## src/rtl/me_mem_loader_pkg.sv

```systemverilog
// Shared types and default sizing for the motion-estimation memory loader.
package me_mem_loader_pkg;

  typedef enum logic [2:0] {
    ST_IDLE,
    ST_LOAD_RB,
    ST_LOAD_SW,
    ST_CU_RST,
    ST_SEARCH,
    ST_DONE
  } state_t;

  localparam int DEF_DATA_WIDTH      = 8;
  localparam int DEF_RB_MEMORY_DEPTH = 256;
  localparam int DEF_SW_MEMORY_DEPTH = 961;
  localparam int DEF_SEARCH_CYCLES   = 4111;

  // Width needed to hold values 0..n-1, never less than one bit.
  function automatic int idx_width(input int n);
    return (n > 1) ? $clog2(n) : 1;
  endfunction

endpackage

```

## src/rtl/me_mem_loader_if.sv

```systemverilog
// Pixel stream, memory write ports and control-unit handshake of the loader.
// Optional macro ME_LOADER_RB_REUSE_EN adds the in_rb_reuse request line.
interface me_mem_loader_if
  import me_mem_loader_pkg::*;
#(
  parameter int DATA_WIDTH      = DEF_DATA_WIDTH,
  parameter int RB_MEMORY_DEPTH = DEF_RB_MEMORY_DEPTH,
  parameter int SW_MEMORY_DEPTH = DEF_SW_MEMORY_DEPTH
) ();

  localparam int RB_AW = idx_width(RB_MEMORY_DEPTH);
  localparam int SW_AW = idx_width(SW_MEMORY_DEPTH);

`ifdef ME_LOADER_RB_REUSE_EN
  logic                  in_rb_reuse;
`endif
  logic                  in_start;
  logic                  in_pix_valid;
  logic [DATA_WIDTH-1:0] in_pix_data;
  logic                  out_pix_ready;
  logic                  out_rb_wr_en;
  logic [RB_AW-1:0]      out_rb_wr_addr;
  logic [DATA_WIDTH-1:0] out_rb_wr_data;
  logic                  out_sw_wr_en;
  logic [SW_AW-1:0]      out_sw_wr_addr;
  logic [DATA_WIDTH-1:0] out_sw_wr_data;
  logic                  out_cu_rst;
  logic                  out_cu_ena;
  logic                  out_busy;
  logic                  out_done;

  modport master (
`ifdef ME_LOADER_RB_REUSE_EN
    output in_rb_reuse,
`endif
    output in_start, in_pix_valid, in_pix_data,
    input  out_pix_ready,
    input  out_rb_wr_en, out_rb_wr_addr, out_rb_wr_data,
    input  out_sw_wr_en, out_sw_wr_addr, out_sw_wr_data,
    input  out_cu_rst, out_cu_ena, out_busy, out_done
  );

  modport slave (
`ifdef ME_LOADER_RB_REUSE_EN
    input  in_rb_reuse,
`endif
    input  in_start, in_pix_valid, in_pix_data,
    output out_pix_ready,
    output out_rb_wr_en, out_rb_wr_addr, out_rb_wr_data,
    output out_sw_wr_en, out_sw_wr_addr, out_sw_wr_data,
    output out_cu_rst, out_cu_ena, out_busy, out_done
  );

endinterface

```

## src/rtl/me_load_addr_counter.sv

```systemverilog
// Linear write-address counter that wraps at DEPTH and flags its last slot.
module me_load_addr_counter
  import me_mem_loader_pkg::*;
#(
  parameter int DEPTH = DEF_RB_MEMORY_DEPTH,
  parameter int AW    = idx_width(DEPTH)
) (
  input  logic          in_clk,
  input  logic          in_rst,
  input  logic          clr,
  input  logic          inc,
  output logic [AW-1:0] addr,
  output logic          last
);

  assign last = (addr == AW'(DEPTH - 1));

  always_ff @(posedge in_clk or posedge in_rst) begin
    if (in_rst)
      addr <= '0;
    else if (clr)
      addr <= '0;
    else if (inc)
      addr <= last ? '0 : addr + AW'(1);
  end

endmodule

```

## src/rtl/me_mem_loader.sv

```systemverilog
// Streams a reference block and a search window into their memories, then runs the control unit.
// Optional macro ME_LOADER_RB_REUSE_EN lets a start skip the reference-block load.
module me_mem_loader
  import me_mem_loader_pkg::*;
#(
  parameter int DATA_WIDTH      = DEF_DATA_WIDTH,
  parameter int RB_MEMORY_DEPTH = DEF_RB_MEMORY_DEPTH,
  parameter int SW_MEMORY_DEPTH = DEF_SW_MEMORY_DEPTH,
  parameter int SEARCH_CYCLES   = DEF_SEARCH_CYCLES
) (
  input  logic            in_clk,
  input  logic            in_rst,
  me_mem_loader_if.slave  bus
);

  localparam int RB_AW = idx_width(RB_MEMORY_DEPTH);
  localparam int SW_AW = idx_width(SW_MEMORY_DEPTH);
  localparam int SC_W  = idx_width(SEARCH_CYCLES);

  state_t                state, state_nxt;
  logic [RB_AW-1:0]      rb_addr;
  logic [SW_AW-1:0]      sw_addr;
  logic                  rb_last, sw_last;
  logic                  rb_xfer, sw_xfer;
  logic                  cnt_clr;
  logic                  rb_reuse;
  logic [SC_W-1:0]       search_cnt;
  logic                  rb_wr_en, sw_wr_en;
  logic [RB_AW-1:0]      rb_wr_addr;
  logic [SW_AW-1:0]      sw_wr_addr;
  logic [DATA_WIDTH-1:0] rb_wr_data, sw_wr_data;

`ifdef ME_LOADER_RB_REUSE_EN
  assign rb_reuse = bus.in_rb_reuse;
`else
  assign rb_reuse = 1'b0;
`endif

  assign rb_xfer = bus.in_pix_valid && (state == ST_LOAD_RB);
  assign sw_xfer = bus.in_pix_valid && (state == ST_LOAD_SW);
  // Both address counters restart from zero whenever the loader is parked.
  assign cnt_clr = (state == ST_IDLE);

  me_load_addr_counter #(.DEPTH(RB_MEMORY_DEPTH), .AW(RB_AW)) u_rb_cnt (
    .in_clk (in_clk),
    .in_rst (in_rst),
    .clr    (cnt_clr),
    .inc    (rb_xfer),
    .addr   (rb_addr),
    .last   (rb_last)
  );

  me_load_addr_counter #(.DEPTH(SW_MEMORY_DEPTH), .AW(SW_AW)) u_sw_cnt (
    .in_clk (in_clk),
    .in_rst (in_rst),
    .clr    (cnt_clr),
    .inc    (sw_xfer),
    .addr   (sw_addr),
    .last   (sw_last)
  );

  always_ff @(posedge in_clk or posedge in_rst) begin
    if (in_rst)
      state <= ST_IDLE;
    else
      state <= state_nxt;
  end

  always_comb begin
    state_nxt = state;
    case (state)
      ST_IDLE:    if (bus.in_start) state_nxt = rb_reuse ? ST_LOAD_SW : ST_LOAD_RB;
      ST_LOAD_RB: if (rb_xfer && rb_last) state_nxt = ST_LOAD_SW;
      ST_LOAD_SW: if (sw_xfer && sw_last) state_nxt = ST_CU_RST;
      ST_CU_RST:  state_nxt = ST_SEARCH;
      ST_SEARCH:  if (search_cnt == '0) state_nxt = ST_DONE;
      ST_DONE:    state_nxt = ST_IDLE;
      default:    state_nxt = ST_IDLE;
    endcase
  end

  // Loaded with SEARCH_CYCLES-1 during CU_RST so SEARCH spans exactly SEARCH_CYCLES cycles.
  always_ff @(posedge in_clk or posedge in_rst) begin
    if (in_rst)
      search_cnt <= '0;
    else if (state == ST_CU_RST)
      search_cnt <= SC_W'(SEARCH_CYCLES - 1);
    else if ((state == ST_SEARCH) && (search_cnt != '0))
      search_cnt <= search_cnt - SC_W'(1);
  end

  always_ff @(posedge in_clk or posedge in_rst) begin
    if (in_rst) begin
      rb_wr_en   <= 1'b0;
      rb_wr_addr <= '0;
      rb_wr_data <= '0;
      sw_wr_en   <= 1'b0;
      sw_wr_addr <= '0;
      sw_wr_data <= '0;
    end else begin
      rb_wr_en <= rb_xfer;
      sw_wr_en <= sw_xfer;
      if (rb_xfer) begin
        rb_wr_addr <= rb_addr;
        rb_wr_data <= bus.in_pix_data;
      end
      if (sw_xfer) begin
        sw_wr_addr <= sw_addr;
        sw_wr_data <= bus.in_pix_data;
      end
    end
  end

  assign bus.out_pix_ready  = (state == ST_LOAD_RB) || (state == ST_LOAD_SW);
  assign bus.out_rb_wr_en   = rb_wr_en;
  assign bus.out_rb_wr_addr = rb_wr_addr;
  assign bus.out_rb_wr_data = rb_wr_data;
  assign bus.out_sw_wr_en   = sw_wr_en;
  assign bus.out_sw_wr_addr = sw_wr_addr;
  assign bus.out_sw_wr_data = sw_wr_data;
  assign bus.out_cu_rst     = (state == ST_CU_RST);
  assign bus.out_cu_ena     = (state == ST_SEARCH);
  assign bus.out_busy       = (state != ST_IDLE);
  assign bus.out_done       = (state == ST_DONE);

endmodule

```

## src/flat_wrapper.sv

```systemverilog
// flat-port wrapper written by rule: the top's interface ports become plain ports
module me_mem_loader_flat import me_mem_loader_pkg::*;
#(
  parameter int DATA_WIDTH      = DEF_DATA_WIDTH,
  parameter int RB_MEMORY_DEPTH = DEF_RB_MEMORY_DEPTH,
  parameter int SW_MEMORY_DEPTH = DEF_SW_MEMORY_DEPTH,
  parameter int SEARCH_CYCLES   = DEF_SEARCH_CYCLES
)
  (in_clk, in_rst, bus_in_start, bus_in_pix_valid, bus_in_pix_data, bus_out_pix_ready, bus_out_rb_wr_en, bus_out_rb_wr_addr, bus_out_rb_wr_data, bus_out_sw_wr_en, bus_out_sw_wr_addr, bus_out_sw_wr_data, bus_out_cu_rst, bus_out_cu_ena, bus_out_busy, bus_out_done);
  me_mem_loader_if #(.DATA_WIDTH(DATA_WIDTH), .RB_MEMORY_DEPTH(RB_MEMORY_DEPTH), .SW_MEMORY_DEPTH(SW_MEMORY_DEPTH)) bus_i ();
  input  logic in_clk;
  input  logic in_rst;
  input wire logic [$bits(bus_i.in_start)-1:0] bus_in_start;
  input wire logic [$bits(bus_i.in_pix_valid)-1:0] bus_in_pix_valid;
  input wire logic [$bits(bus_i.in_pix_data)-1:0] bus_in_pix_data;
  output wire logic [$bits(bus_i.out_pix_ready)-1:0] bus_out_pix_ready;
  output wire logic [$bits(bus_i.out_rb_wr_en)-1:0] bus_out_rb_wr_en;
  output wire logic [$bits(bus_i.out_rb_wr_addr)-1:0] bus_out_rb_wr_addr;
  output wire logic [$bits(bus_i.out_rb_wr_data)-1:0] bus_out_rb_wr_data;
  output wire logic [$bits(bus_i.out_sw_wr_en)-1:0] bus_out_sw_wr_en;
  output wire logic [$bits(bus_i.out_sw_wr_addr)-1:0] bus_out_sw_wr_addr;
  output wire logic [$bits(bus_i.out_sw_wr_data)-1:0] bus_out_sw_wr_data;
  output wire logic [$bits(bus_i.out_cu_rst)-1:0] bus_out_cu_rst;
  output wire logic [$bits(bus_i.out_cu_ena)-1:0] bus_out_cu_ena;
  output wire logic [$bits(bus_i.out_busy)-1:0] bus_out_busy;
  output wire logic [$bits(bus_i.out_done)-1:0] bus_out_done;
  assign bus_i.in_start = bus_in_start;
  assign bus_i.in_pix_valid = bus_in_pix_valid;
  assign bus_i.in_pix_data = bus_in_pix_data;
  assign bus_out_pix_ready = bus_i.out_pix_ready;
  assign bus_out_rb_wr_en = bus_i.out_rb_wr_en;
  assign bus_out_rb_wr_addr = bus_i.out_rb_wr_addr;
  assign bus_out_rb_wr_data = bus_i.out_rb_wr_data;
  assign bus_out_sw_wr_en = bus_i.out_sw_wr_en;
  assign bus_out_sw_wr_addr = bus_i.out_sw_wr_addr;
  assign bus_out_sw_wr_data = bus_i.out_sw_wr_data;
  assign bus_out_cu_rst = bus_i.out_cu_rst;
  assign bus_out_cu_ena = bus_i.out_cu_ena;
  assign bus_out_busy = bus_i.out_busy;
  assign bus_out_done = bus_i.out_done;
  me_mem_loader #(.DATA_WIDTH(DATA_WIDTH), .RB_MEMORY_DEPTH(RB_MEMORY_DEPTH), .SW_MEMORY_DEPTH(SW_MEMORY_DEPTH), .SEARCH_CYCLES(SEARCH_CYCLES)) u_core (.in_clk(in_clk), .in_rst(in_rst), .bus(bus_i));
endmodule
```

## config.mk

```make
export PLATFORM = sky130hd
export DESIGN_NAME = me_mem_loader_flat
export DESIGN_NICKNAME = d
export VERILOG_FILES = /design/src/rtl/me_mem_loader_pkg.sv /design/src/rtl/me_mem_loader_if.sv /design/src/rtl/me_load_addr_counter.sv /design/src/rtl/me_mem_loader.sv /design/src/flat_wrapper.sv
export SDC_FILE = /design/constraint.sdc
export NUM_CORES = 1
export LEC_CHECK = 0
export CAP_MARGIN = 10
export CORE_ASPECT_RATIO = 0.5
export CORE_MARGIN = 2
export CORE_UTILIZATION = 55
export CTS_BUF_LIST = sky130_fd_sc_hd__clkbuf_4 sky130_fd_sc_hd__clkbuf_8
export DETAILED_ROUTE_END_ITERATION = 7
export PLACE_DENSITY = 0.82
export SYNTH_ARGS = -nofsm -noshare
export SYNTH_HDL_FRONTEND = slang
export SYNTH_HIERARCHICAL = 1
export SYNTH_SLANG_ARGS = --single-unit
export TNS_END_PERCENT = 10
```

## constraint.sdc

```tcl
create_clock -name in_clk -period 2.5 [get_ports in_clk]
set_input_delay 0.625 -clock in_clk [delete_from_list [all_inputs] [get_ports in_clk]]
set_output_delay 0.625 -clock in_clk [all_outputs]
set_load 0.01 [all_outputs]
```

==> metrics.yaml <==
viasPerCell: 5.78
netlist_instances: 284
arrival_ns: 1.78
maxCapViolations: 0
ys_seq_area_share_pct: 53.3
r2r_cells: 6
path_max_fanout: 7
cts.sinks: 70
synth_area_um2: 3280
antenna_found_initial: 0
cts_buffer_depth: 2
num_io_pins: 53
cts_tree: "built"
coreArea_um2: 5610
grt_pass1_wl_um: 11200
timing_hold_violations_final: 0
chipHeight_um: 58.6
postRouteAntennaNets: 0
irDropWorstVdd_mv: 0.311
wire_per_inst_um: 16.3
multi_input_area_um2: 1400
nNetsFinal: 366
ys_ff_latch: 70
period_minus_slack_ns: 2.41
final_area_um2: 4120
worst_slew_pin_slew_ns: 0.537
drt_iter0_markers: 118
overflow: 0
drv_slew: 0
syn_avg_cell_area_um2: 11.6
post-route-period-util_pct: 96.2
wl_um: 6940
ys.flop_type: "dfrtp_1"
portBuffers: 52
crit_required_ns: 1.88
fillCellCount: 400
gp_congestion: 0.841
path_class: "flip-flop to output pin"
rr_endpoint: "u_core/search_cnt[3]"
num_vias: 2463
cp-start-kind: "flip-flop"
synth.distinct_cells: 49
rsz0062_at_grt: "false"
final_core_util_pct: 73.4
synth-edff-count: 0
powerDensity_nw_per_um2: 666
syn-num-nets: 301
start_util_pct: 58.5
grt_pass1_vias: 2314
rrSetupSlack_ns: 0.33
setup_violations: 0
clk_latency_ns: 0.35
cts_buffers: 9
dpl.hpwl_um: 4760
grt_util_all_layers_pct: 22.1
drive_gt1_share_pct: 20.7
fin_setup_tns_ns: 0
diodes: 0
cts.clk_slew.worst_paths_ns: 0.07
grt_max_degree: 36
leakage_nw: 1.86
max_freq_mhz: 416
syn_to_final_growth_pct: 25.4
num_rows: 19
cts_root_buf: "clkbuf_8"
h-tree-depth: 3
dieArea_um2: 6640
finClkSkew_ns: 0.00782
first_pass_iters: 5
min_from: "u_core/bus.out_sw_wr_data[2]"
async_flop_share_pct: 100
regArea_um2: 1750
route.detailed.drc: 0
die_w_um: 113
timing.slew.headroom_pct: 64.2
outcome: "finished, final reports clean"
hold_end: "u_core/bus.out_sw_wr_data[2]"
place_area_um2: 3890
r2r-start: "u_core/search_cnt[0]"
ys_warn_count: 6
end_kind: "output pin"
hold_path_class: "flip-flop to flip-flop"
hold_depth: 1
[timing repair]
action | CTS | global route
setup buffers | 2 | 2
pin swaps | 0 | 0
setup endpoints to repair | 1 | 1
hold buffers | 0 | 0
resized for setup | 2 | 2
[layer usage]
layer | GRT usage (%) | vias to the layer above | wire (um)
met3 | 7.21 | 14 | 341
met1 | 29.8 | 1214 | 3190
met5 | 0 | - | 0
met2 | 35.8 | 97 | 3320
met4 | 5.23 | 0 | 81
li1 | - | 1138 | -
[flip-flops by register name, indices dropped and copies added (netlist names), 3 cells and up]
name                       count
u_core/bus.out_sw_wr_addr     10
u_core/bus.out_sw_wr_data      8
u_core/bus.out_rb_wr_addr      8
u_core/u_sw_cnt/addr          10
u_core/bus.out_rb_wr_data      8
u_core/search_cnt             13
u_core/u_rb_cnt/addr           8
u_core/state                   3
[power breakdown]
part           internal [W]  switching, W
sequential          0.00127      0.000154
clock              0.000381      0.000438
combinational      0.000277      0.000223
total               0.00193      0.000815
[cells in the final DEF (no fill, tap or decap), types with 3 or more instances in the layout]
| master | netlist | routed |
|---|---|---|
| mux2_1 | 9 | 9 |
| nand4_1 | 5 | 5 |
| dfrtp_1 | 70 | 68 |
| nand2_1 | 20 | 20 |
| clkbuf_8 | 0 | 10 |
| nor2_1 | 18 | 18 |
| buf_4 | 5 | 10 |
| or3_1 | 7 | 7 |
| mux2_2 | 25 | 25 |
| o22ai_1 | 3 | 3 |
| and3_1 | 3 | 3 |
| o21ai_0 | 5 | 5 |
| a21oi_1 | 12 | 12 |
| clkdlybuf4s50_1 | 0 | 51 |
| o211ai_1 | 3 | 3 |
| or4_1 | 3 | 3 |
| nand3_1 | 14 | 14 |
| inv_1 | 13 | 12 |
| xor2_1 | 6 | 6 |
| nand2b_1 | 4 | 4 |
| mux2i_1 | 4 | 4 |
| o31ai_1 | 7 | 7 |
| nor3_1 | 7 | 6 |
| xnor2_1 | 4 | 4 |
| clkinvlp_4 | 0 | 3 |
| ha_1 | 5 | 5 |
[per-stage QoR]
stage / worst slack [ns] / hold WS (ns) / std cells / power (W)
after floorplan: 0.399 / 0.441 / 284 / 0.00170
after global placement: 0.253 / 0.469 / 407 / 0.00191
after detailed placement: 0.207 / 0.474 / 407 / 0.00194
after CTS: 0.00408 / 0.497 / 424 / 0.00276
after global routing: 0.0271 / 0.514 / 426 / 0.00288
final: 0.0941 / 0.490 / 426 / 0.00274
[critical path, stage by stage (launching register included)]
cell	delay, ns
dfrtp_2	0.46
nand2b_1	0.24
a21oi_1	0.17
clkdlybuf4s50_1	0.57
[synthesized netlist by cell type, drive strengths merged, types with 2 or more instances]
master / number / area share (%)
or3: 7 / 1.3
and3: 3 / 0.57
xnor2: 4 / 1.1
o31ai: 7 / 1.6
or4: 3 / 0.69
mux2i: 4 / 1.2
nor4: 5 / 1.8
nor3: 7 / 1.1
ha: 5 / 1.9
nor2: 21 / 2.8
o211ai: 3 / 0.69
a21o: 2 / 0.50
nand4: 6 / 1.3
xor2: 6 / 1.6
and2: 2 / 0.42
nand2b: 4 / 0.76
dfrtp: 70 / 53
buf: 9 / 2.3
a31oi: 2 / 0.38
mux2: 34 / 12
o22ai: 3 / 0.57
o21ai: 6 / 0.91
nand2: 21 / 2.6
nand3: 14 / 2.1
a21oi: 13 / 2.1
inv: 14 / 1.6
[cell families after synthesis]
kind of cell	count (synthesis)	share of synthesized area, %
and+or+nand+nor	97	16.9
DFF	70	53.3
AOI/OAI and AO/OA	39	8.15
muxes	38	12.9
buffers and inverters	25	4.19
xor gates and xnor gates	10	2.67
adders and majority gates	5	1.90
[cell type report]
type	instances	share of cell area, %
multi-input cells	189	34.1
repair buffers	64	15.5
inverters	15	1.40
clock buffers	10	3.34
flip-flops and latches	70	42.6
clock inverters	5	0.881
well taps	73	2.22
[worst max-delay path by stage]
stage,from,endpoint,cells past startpoint
2_1_floorplan,bus_in_pix_valid,u_core/u_rb_cnt/addr[7],7
3_3_place_gp,bus_in_pix_valid,u_core/bus.out_sw_wr_data[0],5
5_1_grt,u_core/state[0],bus_out_pix_ready,3
6_report,u_core/state[0],bus_out_pix_ready,3
3_5_place_dp,bus_in_pix_valid,u_core/u_rb_cnt/addr[6],6
4_1_cts,u_core/state[0],bus_out_cu_rst,4
Power figures use the tool's default switching activity.
